--- src/rtl/ts_pkg.sv ---
// ts_pkg: constants and types shared between the sync aligner and the
// downstream TS monitor/replacer complex.
//   TS_PACK_BYTE_SIZE - bytes per transport stream packet
//   TS_SYNC_BYTE      - value of the first byte of every packet
//   ts_align_state_t  - alignment state of the sync aligner
package ts_pkg;

  localparam int          TS_PACK_BYTE_SIZE = 188;
  localparam logic [7:0]  TS_SYNC_BYTE      = 8'h47;

  typedef enum logic [1:0] {
    HUNT   = 2'd0,
    VERIFY = 2'd1,
    LOCKED = 2'd2
  } ts_align_state_t;

endpackage

--- src/rtl/ts_sync_aligner.sv ---
// ts_sync_aligner: acquires and tracks 188-byte TS packet alignment on a raw
// byte stream and forwards only whole, aligned packets.
//
// Ports:
//   clk          - byte clock
//   rst_n        - synchronous active-low reset
//   in_data      - raw stream byte
//   in_valid     - in_data is valid this cycle
//   out_data     - aligned byte (holds its last value when nothing is emitted)
//   out_valid    - out_data is valid
//   out_sync     - first byte of a packet (only together with out_valid)
//   locked       - aligner is in the LOCKED state
//   packet_count - packets emitted since reset (wraps)
//   lost_count   - LOCKED->HUNT transitions since reset (wraps)
module ts_sync_aligner
  import ts_pkg::*;
#(
  parameter int         PACK_BYTE_SIZE = TS_PACK_BYTE_SIZE,
  parameter logic [7:0] SYNC_BYTE      = TS_SYNC_BYTE,
  parameter int         LOCK_COUNT     = 3,
  parameter int         UNLOCK_COUNT   = 3,
  parameter int         CNT_WIDTH      = 32
) (
  input  logic                 clk,
  input  logic                 rst_n,
  input  logic [7:0]           in_data,
  input  logic                 in_valid,
  output logic [7:0]           out_data,
  output logic                 out_valid,
  output logic                 out_sync,
  output logic                 locked,
  output logic [CNT_WIDTH-1:0] packet_count,
  output logic [CNT_WIDTH-1:0] lost_count
);

  localparam int IDX_W = $clog2(PACK_BYTE_SIZE);

  ts_align_state_t state_reg, state_next;
  logic [IDX_W-1:0] byte_idx_reg, byte_idx_next;
  logic [3:0]       good_cnt_reg, good_cnt_next;
  logic [3:0]       bad_cnt_reg, bad_cnt_next;

  logic [7:0]           out_data_reg;
  logic                 out_valid_reg;
  logic                 out_sync_reg;
  logic                 locked_reg;
  logic [CNT_WIDTH-1:0] packet_count_reg;
  logic [CNT_WIDTH-1:0] lost_count_reg;

  logic             is_sync;
  logic             at_boundary;
  logic [IDX_W-1:0] idx_inc;
  logic [3:0]       good_inc;
  logic [3:0]       bad_inc;
  logic             emit;
  logic             emit_sync;
  logic             lose;

  assign is_sync     = (in_data == SYNC_BYTE);
  assign at_boundary = (byte_idx_reg == '0);
  assign idx_inc     = (byte_idx_reg == IDX_W'(PACK_BYTE_SIZE - 1)) ? '0
                                                                   : byte_idx_reg + 1'b1;
  assign good_inc    = good_cnt_reg + 4'd1;
  assign bad_inc     = bad_cnt_reg + 4'd1;

  always_comb begin
    state_next    = state_reg;
    byte_idx_next = byte_idx_reg;
    good_cnt_next = good_cnt_reg;
    bad_cnt_next  = bad_cnt_reg;
    emit          = 1'b0;
    emit_sync     = 1'b0;
    lose          = 1'b0;

    // Nothing moves on idle cycles; the byte index counts valid bytes only.
    if (in_valid) begin
      case (state_reg)
        HUNT: begin
          if (is_sync) begin
            state_next    = VERIFY;
            good_cnt_next = 4'd1;
            byte_idx_next = IDX_W'(1);
          end
        end

        VERIFY: begin
          byte_idx_next = idx_inc;
          if (at_boundary) begin
            if (is_sync) begin
              good_cnt_next = good_inc;
              if (good_inc == 4'(LOCK_COUNT)) begin
                // The sync byte that completes the lock is itself the
                // first emitted byte.
                state_next   = LOCKED;
                bad_cnt_next = 4'd0;
                emit         = 1'b1;
                emit_sync    = 1'b1;
              end
            end else begin
              // The failing byte is known not to be a sync byte, so hunting
              // resumes with the next byte rather than rescanning this one.
              state_next    = HUNT;
              good_cnt_next = 4'd0;
              byte_idx_next = '0;
            end
          end
        end

        LOCKED: begin
          byte_idx_next = idx_inc;
          emit          = 1'b1;
          if (at_boundary) begin
            emit_sync = 1'b1;
            if (is_sync) begin
              bad_cnt_next = 4'd0;
            end else if (bad_inc < 4'(UNLOCK_COUNT)) begin
              // Flywheel: keep the packet framing across a damaged sync byte.
              bad_cnt_next = bad_inc;
            end else begin
              // Loss only happens on a boundary, so no partial packet leaks.
              state_next    = HUNT;
              lose          = 1'b1;
              emit          = 1'b0;
              emit_sync     = 1'b0;
              bad_cnt_next  = 4'd0;
              good_cnt_next = 4'd0;
              byte_idx_next = '0;
            end
          end
        end

        default: begin
          state_next    = HUNT;
          byte_idx_next = '0;
          good_cnt_next = 4'd0;
          bad_cnt_next  = 4'd0;
        end
      endcase
    end
  end

  always_ff @(posedge clk) begin
    if (!rst_n) begin
      state_reg        <= HUNT;
      byte_idx_reg     <= '0;
      good_cnt_reg     <= 4'd0;
      bad_cnt_reg      <= 4'd0;
      out_data_reg     <= 8'd0;
      out_valid_reg    <= 1'b0;
      out_sync_reg     <= 1'b0;
      locked_reg       <= 1'b0;
      packet_count_reg <= '0;
      lost_count_reg   <= '0;
    end else begin
      state_reg     <= state_next;
      byte_idx_reg  <= byte_idx_next;
      good_cnt_reg  <= good_cnt_next;
      bad_cnt_reg   <= bad_cnt_next;
      out_valid_reg <= emit;
      out_sync_reg  <= emit_sync;
      locked_reg    <= (state_next == LOCKED);
      if (emit) begin
        out_data_reg <= in_data;
      end
      // Counts packets as they are presented downstream.
      if (out_valid_reg && out_sync_reg) begin
        packet_count_reg <= packet_count_reg + CNT_WIDTH'(1);
      end
      if (lose) begin
        lost_count_reg <= lost_count_reg + CNT_WIDTH'(1);
      end
    end
  end

  assign out_data     = out_data_reg;
  assign out_valid    = out_valid_reg;
  assign out_sync     = out_sync_reg;
  assign locked       = locked_reg;
  assign packet_count = packet_count_reg;
  assign lost_count   = lost_count_reg;

endmodule

--- config.mk ---
export PLATFORM = sky130hd
export DESIGN_NAME = ts_sync_aligner
export DESIGN_NICKNAME = d
export VERILOG_FILES = /design/src/rtl/ts_pkg.sv /design/src/rtl/ts_sync_aligner.sv
export SDC_FILE = /design/constraint.sdc
export NUM_CORES = 1
export LEC_CHECK = 0
export BUFFER_PORTS_ARGS = -buffer_cell sky130_fd_sc_hd__buf_4
export CAP_MARGIN = 20
export CORE_MARGIN = 1.5
export CORE_UTILIZATION = 55
export CTS_CLUSTER_DIAMETER = 100
export DETAILED_ROUTE_END_ITERATION = 8
export HOLD_SLACK_MARGIN = 0.08
export PLACE_DENSITY = 0.9
export SLEW_MARGIN = 20
export SYNTH_ARGS = -nofsm -noshare
export SYNTH_HDL_FRONTEND = slang
export SYNTH_SLANG_ARGS = --single-unit
--- constraint.sdc ---
create_clock -name clk -period 2.88 [get_ports clk]
set_input_delay 0.144 -clock clk [delete_from_list [all_inputs] [get_ports clk]]
set_output_delay 0.144 -clock clk [all_outputs]
set_load 0.005 [all_outputs]
Yosys cells after proc, flatten, opt, wreduce, memory -nomap -nowiden
Index checks and enable logic that the tools add are counted.
{"block": "word_totals", "regBits": 93, "inputBits": 11, "output_inout_bits": 75, "elab_cells": 83}
{"block": "op_classes", "n_addsub": 5, "magnitude_cmp": 1, "n_eq_ne": 13, "n_mux": 46, "bitwise_logic": 1, "reduce_logical": 7}
{"operator": "adder 32 x 1 -> 32 bit (second input constant)", "n": 2}
{"operator": "two-way mux 8 bit", "n": 7}
{"operator": "two-way mux 4 bit", "n": 12}
{"operator": "case mux 4 bit (3 select lines)", "n": 2}
{"operator": "case mux 8 bit (3 select lines)", "n": 1}
{"operator": "two-way mux 2 bit", "n": 8}
{"operator": "!= test 2 bit (second input constant)", "n": 7}
{"operator": "two-way mux 1 bit", "n": 13}
{"operator": "AND reduction 6 bit", "n": 2}
{"operator": "adder 4 x 1 -> 4 bit (second input constant)", "n": 2}
{"operator": "adder 8 x 1 -> 8 bit (second input constant)", "n": 1}
{"operator": "equality test 8 x 7 -> 1 bit (second input constant)", "n": 1}
{"operator": "equality test 8 bit (second input constant)", "n": 1}
{"operator": "logical NOT 8 bit", "n": 1}
{"operator": "case mux 2 bit (3 select lines)", "n": 1}
{"operator": "equality test 2 bit (second input constant)", "n": 2}
{"operator": "equality test 4 x 2 -> 1 bit (second input constant)", "n": 1}
{"operator": "less-than comparator 4 x 2 -> 1 bit (second input constant)", "n": 1}
{"operator": "case mux 1 bit (2 select lines)", "n": 2}
{"operator": "AND reduction 2 bit", "n": 2}
{"operator": "equality test 2 x 1 -> 1 bit (second input constant)", "n": 1}
{"operator": "logical NOT 2 bit", "n": 1}
{"operator": "logical AND 1 bit", "n": 1}
{"operator": "inverter 1 bit", "n": 1}

Depth between registers and ports, before layout
{"block": "depth", "ltp_word": 8, "ltp_mapped": 9, "ltp_nobuf": 8}

Least setup slack after synthesis
Ideal clock, no wire load.
{"block": "synth_path", "path_type": "register to register", "from": "reg good_cnt_reg[0]", "to": "reg out_data_reg[5] (netlist: out_data[5])", "setup_time_ns": 0.074, "arrival_ns": 2.221, "required_time_ns": 2.806, "slack_ns": 0.585, "path_stages_with_launch": 9, "n_path_buf": 1, "synth_period_minus_slack_ns": 2.295, "cell_sequence": "dfxtp_1 > ha_1 > or4b_2 > o31ai_1 > nand4_1 > a31oi_1 > buf_2 > nand3_1 > o21ai_0"}
{"block": "synth_via", "elab_chain_len": 7}
{"element": "start: declaration", "line_no": "ts_sync_aligner.sv:40", "rtl": "logic [3:0] good_cnt_reg, good_cnt_next;"}
{"element": "start signal: assignment", "line_no": "ts_sync_aligner.sv:157", "rtl": "good_cnt_reg <= good_cnt_next;"}
{"element": "adder 4 x 1 -> 4 bit", "line_no": "ts_sync_aligner.sv:63", "rtl": "assign good_inc = good_cnt_reg + 4'd1;"}
{"element": "equality test 4 x 2 -> 1 bit", "line_no": "ts_sync_aligner.sv:91", "rtl": "if (good_inc == 4'(LOCK_COUNT)) begin"}
{"element": "two-way mux 1 bit", "line_no": "ts_sync_aligner.sv:91"}
{"element": "two-way mux 1 bit", "line_no": "ts_sync_aligner.sv:89", "rtl": "if (is_sync) begin"}
{"element": "two-way mux 1 bit", "line_no": "ts_sync_aligner.sv:88", "rtl": "if (at_boundary) begin"}
{"element": "case mux 1 bit (2 select lines)", "line_no": "ts_sync_aligner.sv:77", "rtl": "case (state_reg)"}
{"element": "two-way mux 1 bit", "line_no": "ts_sync_aligner.sv:76", "rtl": "if (in_valid) begin"}
{"element": "end signal: assignment", "line_no": "ts_sync_aligner.sv:163", "rtl": "out_data_reg <= in_data;"}
{"element": "end: declaration", "line_no": "ts_sync_aligner.sv:43", "rtl": "logic [7:0] out_data_reg;"}
Every way passes these cells.
A chain may end at the register's enable or synchronous reset.

Worst setup path in the final report
{"block": "layout_path", "from": "in in_data[4]", "to": "reg good_cnt_reg[3]"}
{"block": "layout_via", "elab_chain_len": 4, "word_cells_on_any_way": 7, "cone_classes": "eq/ne (3); mux (3); reduce/logical (1)"}
{"element": "start: declaration", "line_no": "ts_sync_aligner.sv:26", "rtl": "input logic [7:0] in_data,"}
{"element": "equality test 8 x 7 -> 1 bit (*)", "line_no": "ts_sync_aligner.sv:59", "rtl": "assign is_sync = (in_data == SYNC_BYTE);"}
{"element": "two-way mux 4 bit", "line_no": "ts_sync_aligner.sv:89"}
{"element": "two-way mux 4 bit", "line_no": "ts_sync_aligner.sv:88"}
{"element": "case mux 4 bit (3 select lines)", "line_no": "ts_sync_aligner.sv:77"}
Every way passes the cells marked *; elsewhere a longest branch is shown, timed or not. The select of a mux whose other input is x is not followed.

==> reports/metrics.cfg <==
[floorplan]
die_x_um=92.3
die-area_um2=8530
rows=32
ios=86
dieHeight_um=92.3
initial_core_util_pct=56.8
fp.coreArea_um2=7730

[run]
maxCapViolCount=0

[critical_path]
cp_max_fo=6
worstPathRequired_ns=3.17
endpoint=good_cnt_reg[3]$_SDFFE_PN0P_
worstPathArrival_ns=2.83
critPathCaptureType=register
ff2ff_setup_slack_ns=0.44
r2r_cells=8
worstSetupPathType=in2reg
reg2reg_to=lost_count[16]$_SDFFE_PN0P_
start_kind=primary input
cp-startpoint=in_data[4]
r2r_start=bad_cnt_reg[0]$_SDFFE_PN0P_

[yosys]
netlist_area_um2=4390
synth_xor_xnor_area_share_pct=11.0
ys.flop_type=dfxtp_1
syn_area_per_cell_um2=8.53
synth_top_family_by_area=simple AND/OR/NAND/NOR gates
ys_seq_area_share_pct=42.4
muxShareOfSynthArea_pct=0.456
synth_compound_area_share_pct=10.1
async_flop_share_pct=0
synth_fa_ha_area_share_pct=3.42
synthSimpleGateAreaFrac_pct=29.5
synth_nets=538
ys_types=50
syn_inst=515
yosysWarnings=0
ys_ff_latch=93
synth-edff-count=0

[drt]
postRouteAntennaNets=0
drt-total-wl_mm=10.4
wl_per_cell_um=14.6
dr.pass1.iters=5
highest_layer=met4
wl_met1_mm=4.43
wl_met3_um=682
vias=4178
first_iter_violations=166
drc=0
vias_per_cell=5.85
wl_met2_mm=5.24

[min_path]
min_from=in_valid
hp-class=in2reg

[timing]
tns_ns=0
slew_headroom_pct=52.3
worstMarginPinSlew_ns=0.712
finalSetupViolCount=0
min_period_over_period_pct=88.1
period_needed_ns=2.54
fin_worst_skew_ns=0.0122
fmax_mhz=394
rsz0062_at_grt=no
slew_viol_final=0
hold_viol_final=0

[clocking]
cts_sinks=93
postCtsHoldBufs=8
clockBufferDepth=2
cts_buffers=9
cts_setup_buffers=0
ctsResizeCount=0
htree_levels=3
cts_tree=done
clk_latency_ns=0.36
clockRootBuffer=clkbuf_8
path_clk_slew_ns=0.09

[run_status]
status=finished, final reports clean

[finish]
diodes=0
regArea_um2=1860
drive_gt1_share_pct=19.1
nets=630
multi_input_area_um2=2390
fin_area_um2=5430
area_delta_synth_final_pct=23.6
n_fill_cell=581
fin_cells=714
postLayoutCoreUtil_pct=70.2

[grt]
grt_pass1_wl_mm=17.6
antenna_found_initial=0
grt_overflow=0
grt_usage_pct=25.2
grt_max_degree=42
grt_pass1_vias=3908

[power_and_ir_drop]
powerDensity_nw_per_um2=420
power_mw=2.28
irDropWorstVdd_mv=0.327
leakagePower_nw=2.15

[place]
io_buffers=85
dp_hpwl_mm=7.28
dp_cells=690
gp_congestion=0.860
dpl_cell_area_um2=5130

==> synthesized netlist by cell type (7+ instances only) <==
cell type | instances | area (um2)
o21ai_0 | 22 | 110
and3_1 | 19 | 119
inv_1 | 17 | 63.8
nand4_1 | 24 | 150
ha_1 | 12 | 150
and2_1 | 7 | 43.8
nor2_1 | 70 | 263
or3_1 | 9 | 56.3
xor2_1 | 40 | 350
and4_1 | 9 | 78.8
nand2_1 | 36 | 135
nand3_1 | 45 | 225
a21oi_1 | 18 | 90.1
clkbuf_1 | 16 | 60.1
xnor2_1 | 15 | 131
dfxtp_1 | 93 | 1860
==> metal layers <==
| metal | vias to the layer above | track usage, % |
|---|---|---|
| li1 | 2009 | - |
| met1 | 1981 | 31.0 |
| met2 | 177 | 43.9 |
| met3 | 11 | 5.75 |
| met4 | 0 | 7.05 |
| met5 | - | 0 |
==> cell families after synthesis <==
family / count (synthesis)
XOR/XNOR: 55
AO/OA/AOI/OAI: 70
buffers and inverters: 36
multiplexers: 2
AND/OR/NAND/NOR: 247
adder cells (fa/ha/maj): 12
flip-flops: 93
==> power by group <==
| part | total (mW) | internal, mW | switching [mW] |
|---|---|---|---|
| clock network | 0.942 | 0.490 | 0.452 |
| registers | 1.28 | 1.28 | 0.000162 |
| logic | 0.0526 | 0.0204 | 0.0321 |
| total | 2.28 | 1.79 | 0.484 |
==> through the flow <==
stage | setup slack (ns) | hold slack (ns)
2_1_floorplan | 0.585 | 0.274
6_report | 0.343 | 0.158
3_5_place_dp | 0.482 | 0.379
5_1_grt | 0.234 | 0.145
4_1_cts | 0.394 | 0.134
3_3_place_gp | 0.598 | 0.365
==> layout by cell type, fill, tap and decap left out, drive strengths merged, types with 2 or more instances in the layout <==
master,netlist,final
nor2,71,71
dfxtp,93,93
nor4,5,5
o31ai,5,5
or4b,3,3
a31oi,6,6
and4,9,9
a211oi,2,2
nand4b,2,2
xnor2,15,15
mux2i,2,2
nor3,4,4
xor2,40,40
or4,6,6
o21ai,25,25
ha,12,12
bufinv,0,2
a21oi,18,18
dlygate4sd3,0,8
clkinv,0,2
nand3,45,45
nand4,24,24
nand2,38,38
clkbuf,16,10
or3,9,9
o21a,3,3
and2,8,8
inv,18,19
and3,19,19
a41o,2,2
buf,2,91
==> how the worst min path moves through the flow <==
stage	to	slack [ns]	depth (start not counted)
after floorplan	out_data[0]$_SDFFE_PN0P_	0.27	2
after global placement	out_data[3]$_SDFFE_PN0P_	0.37	3
after detailed placement	out_data[0]$_SDFFE_PN0P_	0.38	3
after CTS	out_valid$_SDFF_PN0_	0.13	3
after global routing	out_valid$_SDFF_PN0_	0.14	3
final	out_valid$_SDFF_PN0_	0.16	3
==> cell type report <==
type	count	area share, %
Sequential cell	93	34.3
Tap cell	102	2.35
Timing Repair Buffer	99	14.1
Multi-Input combinational cell	386	44.1
Clock inverter	6	1.59
Inverter	18	1.25
Clock buffer	10	2.35
==> worst max-delay path, cell delays in order <==
cell and delay [ns]:
dlygate4sd3_1 0.56, buf_4 0.15, or4b_1 0.56, o21ai_1 0.23, and2_1 0.28, nand4_1 0.28, or4_1 0.48, a21oi_1 0.14
No activity file was read; power rests on OpenSTA's default activity.
